===== src/rtl/control_sequencer_pkg.sv =====
// Shared encodings for the lab CPU control sequencer: stage codes, decoded
// opcode types and the bit positions of the decode group vector.
package control_sequencer_pkg;

    localparam int STAGE_WIDTH  = 3;
    localparam int OPCODE_COUNT = 6;
    localparam int GROUP_COUNT  = 9;

    typedef enum logic [STAGE_WIDTH-1:0] {
        STAGE_RESET = 3'd0,
        STAGE_IF    = 3'd1,
        STAGE_ID    = 3'd2,
        STAGE_EX    = 3'd3,
        STAGE_MEM   = 3'd4,
        STAGE_WB    = 3'd5
    } stage_e;

    localparam logic [OPCODE_COUNT-1:0] TYPE_UNKNOWN = 6'd0;
    localparam logic [OPCODE_COUNT-1:0] TYPE_NOP     = 6'd1;
    localparam logic [OPCODE_COUNT-1:0] TYPE_ADD     = 6'd2;
    localparam logic [OPCODE_COUNT-1:0] TYPE_CP      = 6'd3;
    localparam logic [OPCODE_COUNT-1:0] TYPE_IN      = 6'd4;
    localparam logic [OPCODE_COUNT-1:0] TYPE_OUT     = 6'd5;
    localparam logic [OPCODE_COUNT-1:0] TYPE_LDS     = 6'd6;
    localparam logic [OPCODE_COUNT-1:0] TYPE_STS     = 6'd7;
    localparam logic [OPCODE_COUNT-1:0] TYPE_RCALL   = 6'd8;
    localparam logic [OPCODE_COUNT-1:0] TYPE_RET     = 6'd9;
    localparam logic [OPCODE_COUNT-1:0] TYPE_SBI     = 6'd10;
    localparam logic [OPCODE_COUNT-1:0] TYPE_CBI     = 6'd11;

    localparam int GROUP_ALU           = 0;
    localparam int GROUP_REGISTER      = 1;
    localparam int GROUP_MEMORY        = 2;
    localparam int GROUP_LOAD          = 3;
    localparam int GROUP_STORE         = 4;
    localparam int GROUP_STACK         = 5;
    localparam int GROUP_IO_READ       = 6;
    localparam int GROUP_IO_WRITE      = 7;
    localparam int GROUP_TWO_CYCLE_MEM = 8;

    // CP only sets flags and RET pops into the PC, so neither writes a register.
    function automatic logic rf_writes(input logic [OPCODE_COUNT-1:0] op_type,
                                       input logic [GROUP_COUNT-1:0]  op_group);
        rf_writes = (op_group[GROUP_ALU]  && (op_type != TYPE_CP))  ||
                    op_group[GROUP_REGISTER]                         ||
                    (op_group[GROUP_LOAD] && (op_type != TYPE_RET)) ||
                    (op_type == TYPE_IN);
    endfunction

endpackage


===== src/rtl/control_sequencer.sv =====
// Multi-cycle control FSM: steps each instruction through IF/ID/EX/MEM/WB and
// decodes the datapath enables from the current stage and the decode groups.
module control_sequencer
    import control_sequencer_pkg::*;
#(
    parameter int BOOT_CYCLES = 2,
    parameter int COUNT_WIDTH = 16
) (
    input  logic                    clk,
    input  logic                    reset,
    input  logic [OPCODE_COUNT-1:0] opcode_type,
    input  logic [GROUP_COUNT-1:0]  opcode_group,
    input  logic                    mem_ready,
    output logic [STAGE_WIDTH-1:0]  pipeline_stage,
    output logic                    ir_en,
    output logic                    pc_en,
    output logic                    mem_rd_en,
    output logic                    mem_wr_en,
    output logic                    io_rd_en,
    output logic                    io_wr_en,
    output logic                    rf_wr_en,
    output logic                    sp_update,
    output logic                    mem_phase,
    output logic                    illegal,
    output logic [COUNT_WIDTH-1:0]  instr_count
);

    localparam int BOOT_W = (BOOT_CYCLES > 1) ? $clog2(BOOT_CYCLES) : 1;

    stage_e                 state_q, state_d;
    logic [BOOT_W-1:0]      boot_q, boot_d;
    logic                   phase_q, phase_d;
    logic [COUNT_WIDTH-1:0] count_q, count_d;

    // State, boot countdown, transfer phase and retire counter registers.
    always_ff @(posedge clk) begin
        if (reset) begin
            state_q <= STAGE_RESET;
            boot_q  <= BOOT_W'(BOOT_CYCLES - 1);
            phase_q <= 1'b0;
            count_q <= {COUNT_WIDTH{1'b0}};
        end else begin
            state_q <= state_d;
            boot_q  <= boot_d;
            phase_q <= phase_d;
            count_q <= count_d;
        end
    end

    // Next-state logic, including MEM stretching for wait states and two-cycle ops.
    always_comb begin
        state_d = state_q;
        boot_d  = boot_q;
        phase_d = phase_q;
        count_d = count_q;
        case (state_q)
            STAGE_RESET: begin
                if (boot_q == {BOOT_W{1'b0}}) begin
                    state_d = STAGE_IF;
                end else begin
                    boot_d = boot_q - BOOT_W'(1);
                end
            end
            STAGE_IF: state_d = STAGE_ID;
            STAGE_ID: begin
                if (opcode_type == TYPE_UNKNOWN) begin
                    state_d = STAGE_IF;
                end else begin
                    state_d = STAGE_EX;
                end
            end
            STAGE_EX: state_d = STAGE_MEM;
            STAGE_MEM: begin
                if (!opcode_group[GROUP_MEMORY]) begin
                    state_d = STAGE_WB;
                    phase_d = 1'b0;
                end else if (!mem_ready) begin
                    state_d = STAGE_MEM;
                end else if (opcode_group[GROUP_TWO_CYCLE_MEM] && !phase_q) begin
                    phase_d = 1'b1;
                end else begin
                    state_d = STAGE_WB;
                    phase_d = 1'b0;
                end
            end
            STAGE_WB: begin
                state_d = STAGE_IF;
                count_d = count_q + COUNT_WIDTH'(1);
            end
            default: begin
                state_d = STAGE_RESET;
                phase_d = 1'b0;
            end
        endcase
    end

    // Moore output decode from the registered stage and the held decode inputs.
    always_comb begin
        ir_en     = (state_q == STAGE_IF);
        pc_en     = (state_q == STAGE_WB);
        io_rd_en  = (state_q == STAGE_EX)  && opcode_group[GROUP_IO_READ];
        mem_rd_en = (state_q == STAGE_MEM) && opcode_group[GROUP_LOAD];
        mem_wr_en = (state_q == STAGE_MEM) && opcode_group[GROUP_STORE];
        io_wr_en  = (state_q == STAGE_WB)  && opcode_group[GROUP_IO_WRITE];
        sp_update = (state_q == STAGE_WB)  && opcode_group[GROUP_STACK];
        rf_wr_en  = (state_q == STAGE_WB)  && rf_writes(opcode_type, opcode_group);
        illegal   = (state_q == STAGE_ID)  && (opcode_type == TYPE_UNKNOWN);
    end

    assign pipeline_stage = state_q;
    assign mem_phase      = phase_q;
    assign instr_count    = count_q;

endmodule

===== config.mk =====
export PLATFORM = sky130hd
export DESIGN_NAME = control_sequencer
export DESIGN_NICKNAME = d
export VERILOG_FILES = /design/src/rtl/control_sequencer_pkg.sv /design/src/rtl/control_sequencer.sv
export SDC_FILE = /design/constraint.sdc
export NUM_CORES = 1
export LEC_CHECK = 0
export ABC_AREA = 1
export CAP_MARGIN = 15
export CORE_UTILIZATION = 48
export CTS_BUF_LIST = sky130_fd_sc_hd__clkbuf_8
export CTS_CLUSTER_DIAMETER = 120
export CTS_CLUSTER_SIZE = 8
export DETAILED_ROUTE_END_ITERATION = 6
export PLACE_DENSITY = 0.88
export SYNTH_ARGS = -nofsm -noshare
export SYNTH_HDL_FRONTEND = slang
export SYNTH_SLANG_ARGS = --single-unit

===== constraint.sdc =====
create_clock -name clk -period 3.18 [get_ports clk]
set_input_delay 0.795 -clock clk [delete_from_list [all_inputs] [get_ports clk]]
set_output_delay 0.795 -clock clk [all_outputs]
set_load 0.01 [all_outputs]

==> key figures, run 1 <==
Global routing
  • Grt total ovfl: 0
  • Antenna violations before repair: 0
  • Vias in the first global route: 1,212
  • Pin count of the biggest net entering global routing: 13
  • Gr usage total: 24.9%
  • Global-route wire length before repair: 5060 µm

Setup path
  • CP endpoint kind: primary output
  • Arrival @ worst endpoint: 2.25 ns
  • Crit-path most repeated cell: clkdlybuf4s50_1
  • FF-to-FF setup slack: 1.71 ns
  • Critical-path cell list: clkdlybuf4s50_1 -> nor2_1 -> nand3_1 -> nor4_1 -> clkdlybuf4s50_1
  • RR Endpoint: instr_count[11]$_SDFFE_PP0P_
  • Slowest stage cell on the critical path: clkdlybuf4s50_1
  • Max FO, Critical Path: 3
  • Data required, critical path: 2.38 ns
  • Worst Setup Start Kind: primary input
  • Worst-case reg-to-reg path depth: 7
  • CP Class: primary input to primary output
  • Reg2reg start: pipeline_stage[2]$_SDFFE_PP0P_
  • Largest stage delay, worst path: 0.58 ns

Synthesis
  • Main synth FF type: dfxtp_1
  • Synthesized area: 1230 µm²
  • Synth top cells by count: 38 x nand2_1, 32 x nor2_1, 26 x inv_1
  • Post-synthesis sequential area ratio: 34.3%
  • Yosys reg bits: 21
  • Cell taking the most area after synthesis: dfxtp_1
  • Synthesized net count: 201
  • Count leader, synth: nand2_1
  • Async S/R FF share, synth: 0%
  • Synth cell types: 30
  • Gate Count Post-Synth: 182
  • Syn_area_per_cell: 6.74 µm²
  • Ranking of synthesized cells by area: dfxtp_1 34%, nand2_1 12%, nor2_1 9.8%
  • Fraction of synthesized cell area taken by the top area cell type: 34.3%
  • Post-synth EDFFs: 0
  • Synth Warn #: 0

Final layout
  • Synth-to-Final Area Change: 42.9%
  • Final #Nets: 248
  • Share of layout cells above drive strength 1: 8.77%
  • ANT cells: 0
  • Fin area: 1750 µm²

Routing
  • Vias: 1,280
  • Top sig layer: met4
  • DR WL/cell: 11.8 µm
  • Routed wire length: 3010 µm
  • Vias per cell: 5.00
  • Met2 WL: 1540 µm
  • DRT iter0 DRCs: 28
  • Total iterations of the first detailed-routing run: 4
  • Wire length on met1: 1250 µm
  • Number of routed nets with antenna violations: 0
  • Met3 routed WL: 179 µm
  • # DRC: 0

Clocking
  • CTS Buffer Depth: 2
  • Clk root buf: clkbuf_8
  • Clk sinks: 21
  • Postcts setup bufs: 0
  • H-tree Lvls: 1
  • CTS tree: done
  • Worst-path clk slew: 0.08 ns
  • Total CTS buffers: 3
  • Skew-Pair Late Insertion Delay: 0.27 ns

Floorplan
  • # rows: 17
  • Die Footprint: 2760 µm²
  • Die X: 52.5 µm
  • Core area: 2320 µm²
  • Die H: 52.5 µm
  • Starting Density: 52.9%
  • I/O pin cnt: 47

Placement
  • Pre-CTS WS: 0.0175 ns
  • Placed Area: 1700 µm²
  • GP Congestion: 0.847
  • Dpl hpwl: 2340 µm
  • Port Buffer Count: 46

Timing
  • Setup tns final: 0 ns
  • Final period util: 95.8%
  • Clock Skews: 0.00236 ns
  • Max_slew headroom: 71.0%
  • Final Max Slew Viols: 0
  • Final WS setup: 0.134 ns
  • Minimum clock period: 3.05 ns
  • RSZ-0062 raised after global routing: no
  • Max Fclk: 0.328 GHz
  • # setup viols final: 0
  • Final hold vios: 0
  • Slew @ Worst Pin: 0.434 ns

Worst hold path
  • Cell count of the worst hold path: 2
  • Min-Delay Endpoint: boot_q$_SDFFE_PP1N_
  • Hold path start: boot_q$_SDFFE_PP1N_
  • Hold/Removal Path Class: flip-flop to flip-flop

Power
  • Leak pwr: 0.752 nW
  • VDD IR max: 0.000402 V
  • Pwr/cell area: 354 nW/µm²

Outcome
  • Status: finished, final reports clean

Flow run
  • Max-Cap Viols: 0
==> final cells by class <==
cell class,instances,area (µm²)
multi-input combinational,127,674
fill,196,567
timing repair buffer,46,463
sequential,21,420
inverter,30,113
clock buffer,3,41.3
tap,28,35.0
clock inverter,1,5.00
==> worst max path at each step <==
stage,start,endpoint,slack (ns),cells past startpoint
floorplan,opcode_type[5],illegal,0.94,3
global placement,opcode_type[5],rf_wr_en,0.09,8
detailed placement,opcode_type[5],rf_wr_en,0.02,8
CTS,opcode_type[5],rf_wr_en,0.003,8
global route,opcode_type[3],illegal,0.02,5
finish,opcode_type[3],illegal,0.13,5
==> kinds of logic (layout without fill, tap and decap cells) <==
group	Yosys count	in the layout	synth area share (%)
buf+inv	34	80	11.3
simple gates	105	105	43.9
xor+xnor	1	1	0.714
flops	21	21	34.3
fa+ha+maj	1	1	1.02
compound gates	20	20	8.78
==> layer usage <==
metal,up-vias,global-route usage (%)
li1,671,-
met1,556,28.7
met2,48,43.5
met3,5,5.22
met4,0,11.0
met5,-,0
==> sequential cells by signal, indices dropped and copies added, names as in the netlist <==
signal,cells
boot_q,1
pipeline_stage,3
instr_count,16
mem_phase,1
==> cell usage in the layout, fill, tap and decap left out <==
cell	instances
inv_1	26
nand4_4	1
nand3_1	12
clkinv_1	1
a21oi_1	10
ha_1	1
nor2_4	4
inv_2	3
nor3_1	3
nor2_2	1
o21ai_1	4
dlymetal6s2s_1	1
nand3_2	2
nor2_8	1
o31ai_1	1
nand2_4	2
nor3b_1	1
nor4_1	1
nor2_1	31
nand2_2	1
nand4_1	5
dfxtp_1	21
xor2_1	1
o21ai_0	3
o21a_1	1
o21bai_1	1
clkbuf_8	3
nand3_4	1
nand2_1	38
clkinv_2	1
clkdlybuf4s50_1	45
nand3b_1	1
==> stage by stage <==
stage / std cells / util, % / hold slack (ns) / total power, W
global placement: 252 / 73.1 / 0.452 / 0.000439
floorplan: 182 / - / 0.437 / 0.000382
finish: 256 / 75.6 / 0.464 / 0.000621
global route: 256 / 75.6 / 0.494 / 0.000649
detailed placement: 252 / 73.1 / 0.455 / 0.000446
CTS: 256 / 75.1 / 0.465 / 0.000620
==> where the power goes <==
group / switching (W) / internal, W / total [W]
Sequential: 0.0000264 / 0.000276 / 0.000302
Clock: 0.0000923 / 0.0000875 / 0.000180
Combinational: 0.0000678 / 0.0000710 / 0.000139
Total: 0.000186 / 0.000434 / 0.000621
==> worst max-delay path, delay by kind of cell <==
kind | cells | cell delay, ns
buf+inv | 2 | 1.01
simple gates | 3 | 0.44
==> what timing repair did <==
item,CTS,global route
setup endpoints to repair,0,2
hold buffers,0,0
gates resized for setup,0,4
Note: power is estimated with default switching activity, not from simulation.
==> run 2, diff against run 1 <==
- CORE_UTILIZATION: 48 -> 30
- PLACE_DENSITY: 0.88 -> 0.6
- SKIP_CTS_REPAIR_TIMING: default -> 1
==> key figures, run 2 (synthesis gave the netlist of run 1 again) <==
Setup path
  • Arrival @ worst endpoint: 2.29 ns
  • CP Class: primary input to primary output
  • Largest stage delay, worst path: 0.60 ns
  • Critical-path cell list: clkdlybuf4s50_1 -> nor2_1 -> nand3_1 -> nor4_1 -> clkdlybuf4s50_1
  • Worst-case reg-to-reg path depth: 5
  • Worst Setup Start Kind: primary input
  • Max FO, Critical Path: 3
  • Worst Path Buf+Inv: 2
  • Worst path top cell family by delay: buffers and inverters
  • Crit-path most repeated cell: clkdlybuf4s50_1
  • Slowest stage cell on the critical path: clkdlybuf4s50_1
  • Data required, critical path: 2.38 ns
  • Crit path depth: 5
  • FF-to-FF setup slack: 1.75 ns
  • CP endpoint kind: primary output

Timing
  • # setup viols final: 0
  • Max_slew headroom: 73.1%
  • Setup tns final: 0 ns
  • Final hold vios: 0
  • Minimum clock period: 3.08 ns
  • Final Max Slew Viols: 0
  • Final period util: 96.9%
  • Slew @ Worst Pin: 0.403 ns
  • Clock Skews: 0.00394 ns
  • Max Fclk: 0.324 GHz
  • RSZ-0062 raised after global routing: no

Final layout
  • Commonest non-fill, non-tap cell in the layout: clkdlybuf4s50_1
  • Commonest non-fill, non-tap cells in the layout: 45 x clkdlybuf4s50_1, 38 x nand2_1, 31 x nor2_1, 26 x inv_1, 21 x dfxtp_1
  • FF+latch area: 420 µm²
  • Synth-to-Final Area Change: 45.5%
  • Share of layout cells above drive strength 1: 9.17%
  • ANT cells: 0
  • Multi-input logic area: 674 µm²
  • Final #Nets: 249
  • FILL cells: 396
  • Largest register FFs: 16

Clocking
  • CTS Buffer Depth: 2
  • Total CTS buffers: 3
  • CTS tree: done
  • Clk sinks: 21
  • H-tree Lvls: 1
  • Clk root buf: clkbuf_8
  • Worst-path clk slew: 0.08 ns
  • Skew-Pair Late Insertion Delay: 0.26 ns

Floorplan
  • Die H: 65.9 µm
  • Starting Density: 32.3%
  • Die Footprint: 4350 µm²
  • Die X: 65.9 µm
  • Core area: 3800 µm²
  • # rows: 22
  • I/O pin cnt: 47

Global routing
  • Pin count of the biggest net entering global routing: 13
  • Global-route wire length before repair: 4640 µm
  • Vias in the first global route: 1,080
  • Antenna violations before repair: 0
  • Gr usage total: 13.6%
  • Grt total ovfl: 0

Placement
  • Port Buffer Count: 46
  • GP Congestion: 0.712
  • Dpl hpwl: 2160 µm

Routing
  • Vias per cell: 4.40
  • DR WL/cell: 10.2 µm
  • Vias: 1,218
  • DRT iter0 DRCs: 55
  • Number of routed nets with antenna violations: 0
  • # DRC: 0
  • Total iterations of the first detailed-routing run: 4
  • Routed wire length: 2820 µm

Power
  • Pwr/cell area: 347 nW/µm²
  • Leak pwr: 0.757 nW
  • Total power: 0.000620 W
  • VDD IR max: 0.000197 V

Flow run
  • Max-Cap Viols: 0

Worst hold path
  • Cell count of the worst hold path: 2
  • Hold/Removal Path Class: flip-flop to flip-flop

Outcome
  • Status: finished, final reports clean
==> run 2: through the flow <==
step           setup WS, ns  instance area [µm²]  util (%)  hold WS, ns  instances
4_1_cts              0.0689                 1770      46.7        0.480        277
2_1_floorplan         0.938                 1230         -        0.437        182
3_3_place_gp         0.0885                 1730      45.5        0.460        273
3_5_place_dp         0.0707                 1730      45.5        0.468        273
6_report             0.0976                 1780      47.0        0.477        277
5_1_grt              0.0118                 1780      47.0        0.499        277
==> run 2: tightest hold or removal path: cells and delay by family, from the launching register on <==
kind / cells / cell delay [ns]
and+or+nand+nor: 1 / 0.05
AOI/OAI and AO/OA: 1 / 0.07
DFF: 1 / 0.32
==> run 2: power by group <==
part / switching, W / total [W] / internal, W
logic: 0.0000657 / 0.000137 / 0.0000717
clock network: 0.0000932 / 0.000181 / 0.0000874
registers: 0.0000259 / 0.000302 / 0.000276
total: 0.000185 / 0.000620 / 0.000435
==> run 2: path summary, 6_finish.rpt <==
path | to | start
min | boot_q$_SDFFE_PP1N_ | boot_q$_SDFFE_PP1N_
min reg2reg | boot_q$_SDFFE_PP1N_ | boot_q$_SDFFE_PP1N_
max reg2reg | instr_count[13]$_SDFFE_PP0P_ | pipeline_stage[2]$_SDFFE_PP0P_
max | illegal | opcode_type[3]
==> run 2: per-layer routing <==
layer	wire length [µm]	global-route usage (%)	vias to the layer above
li1	-	-	667
met1	1420	17.0	525
met2	1240	23.3	22
met3	113	2.41	4
met4	38	4.79	0
met5	0	0	-
==> run 2: area by class of cell <==
type,instances,share of cell area [%]
Timing Repair Buffer,47,26.4
Tap cell,48,3.37
Sequential cell,21,23.6
Inverter,30,6.31
Clock buffer,3,2.31
Multi-Input combinational cell,127,37.8
Clock inverter,1,0.281
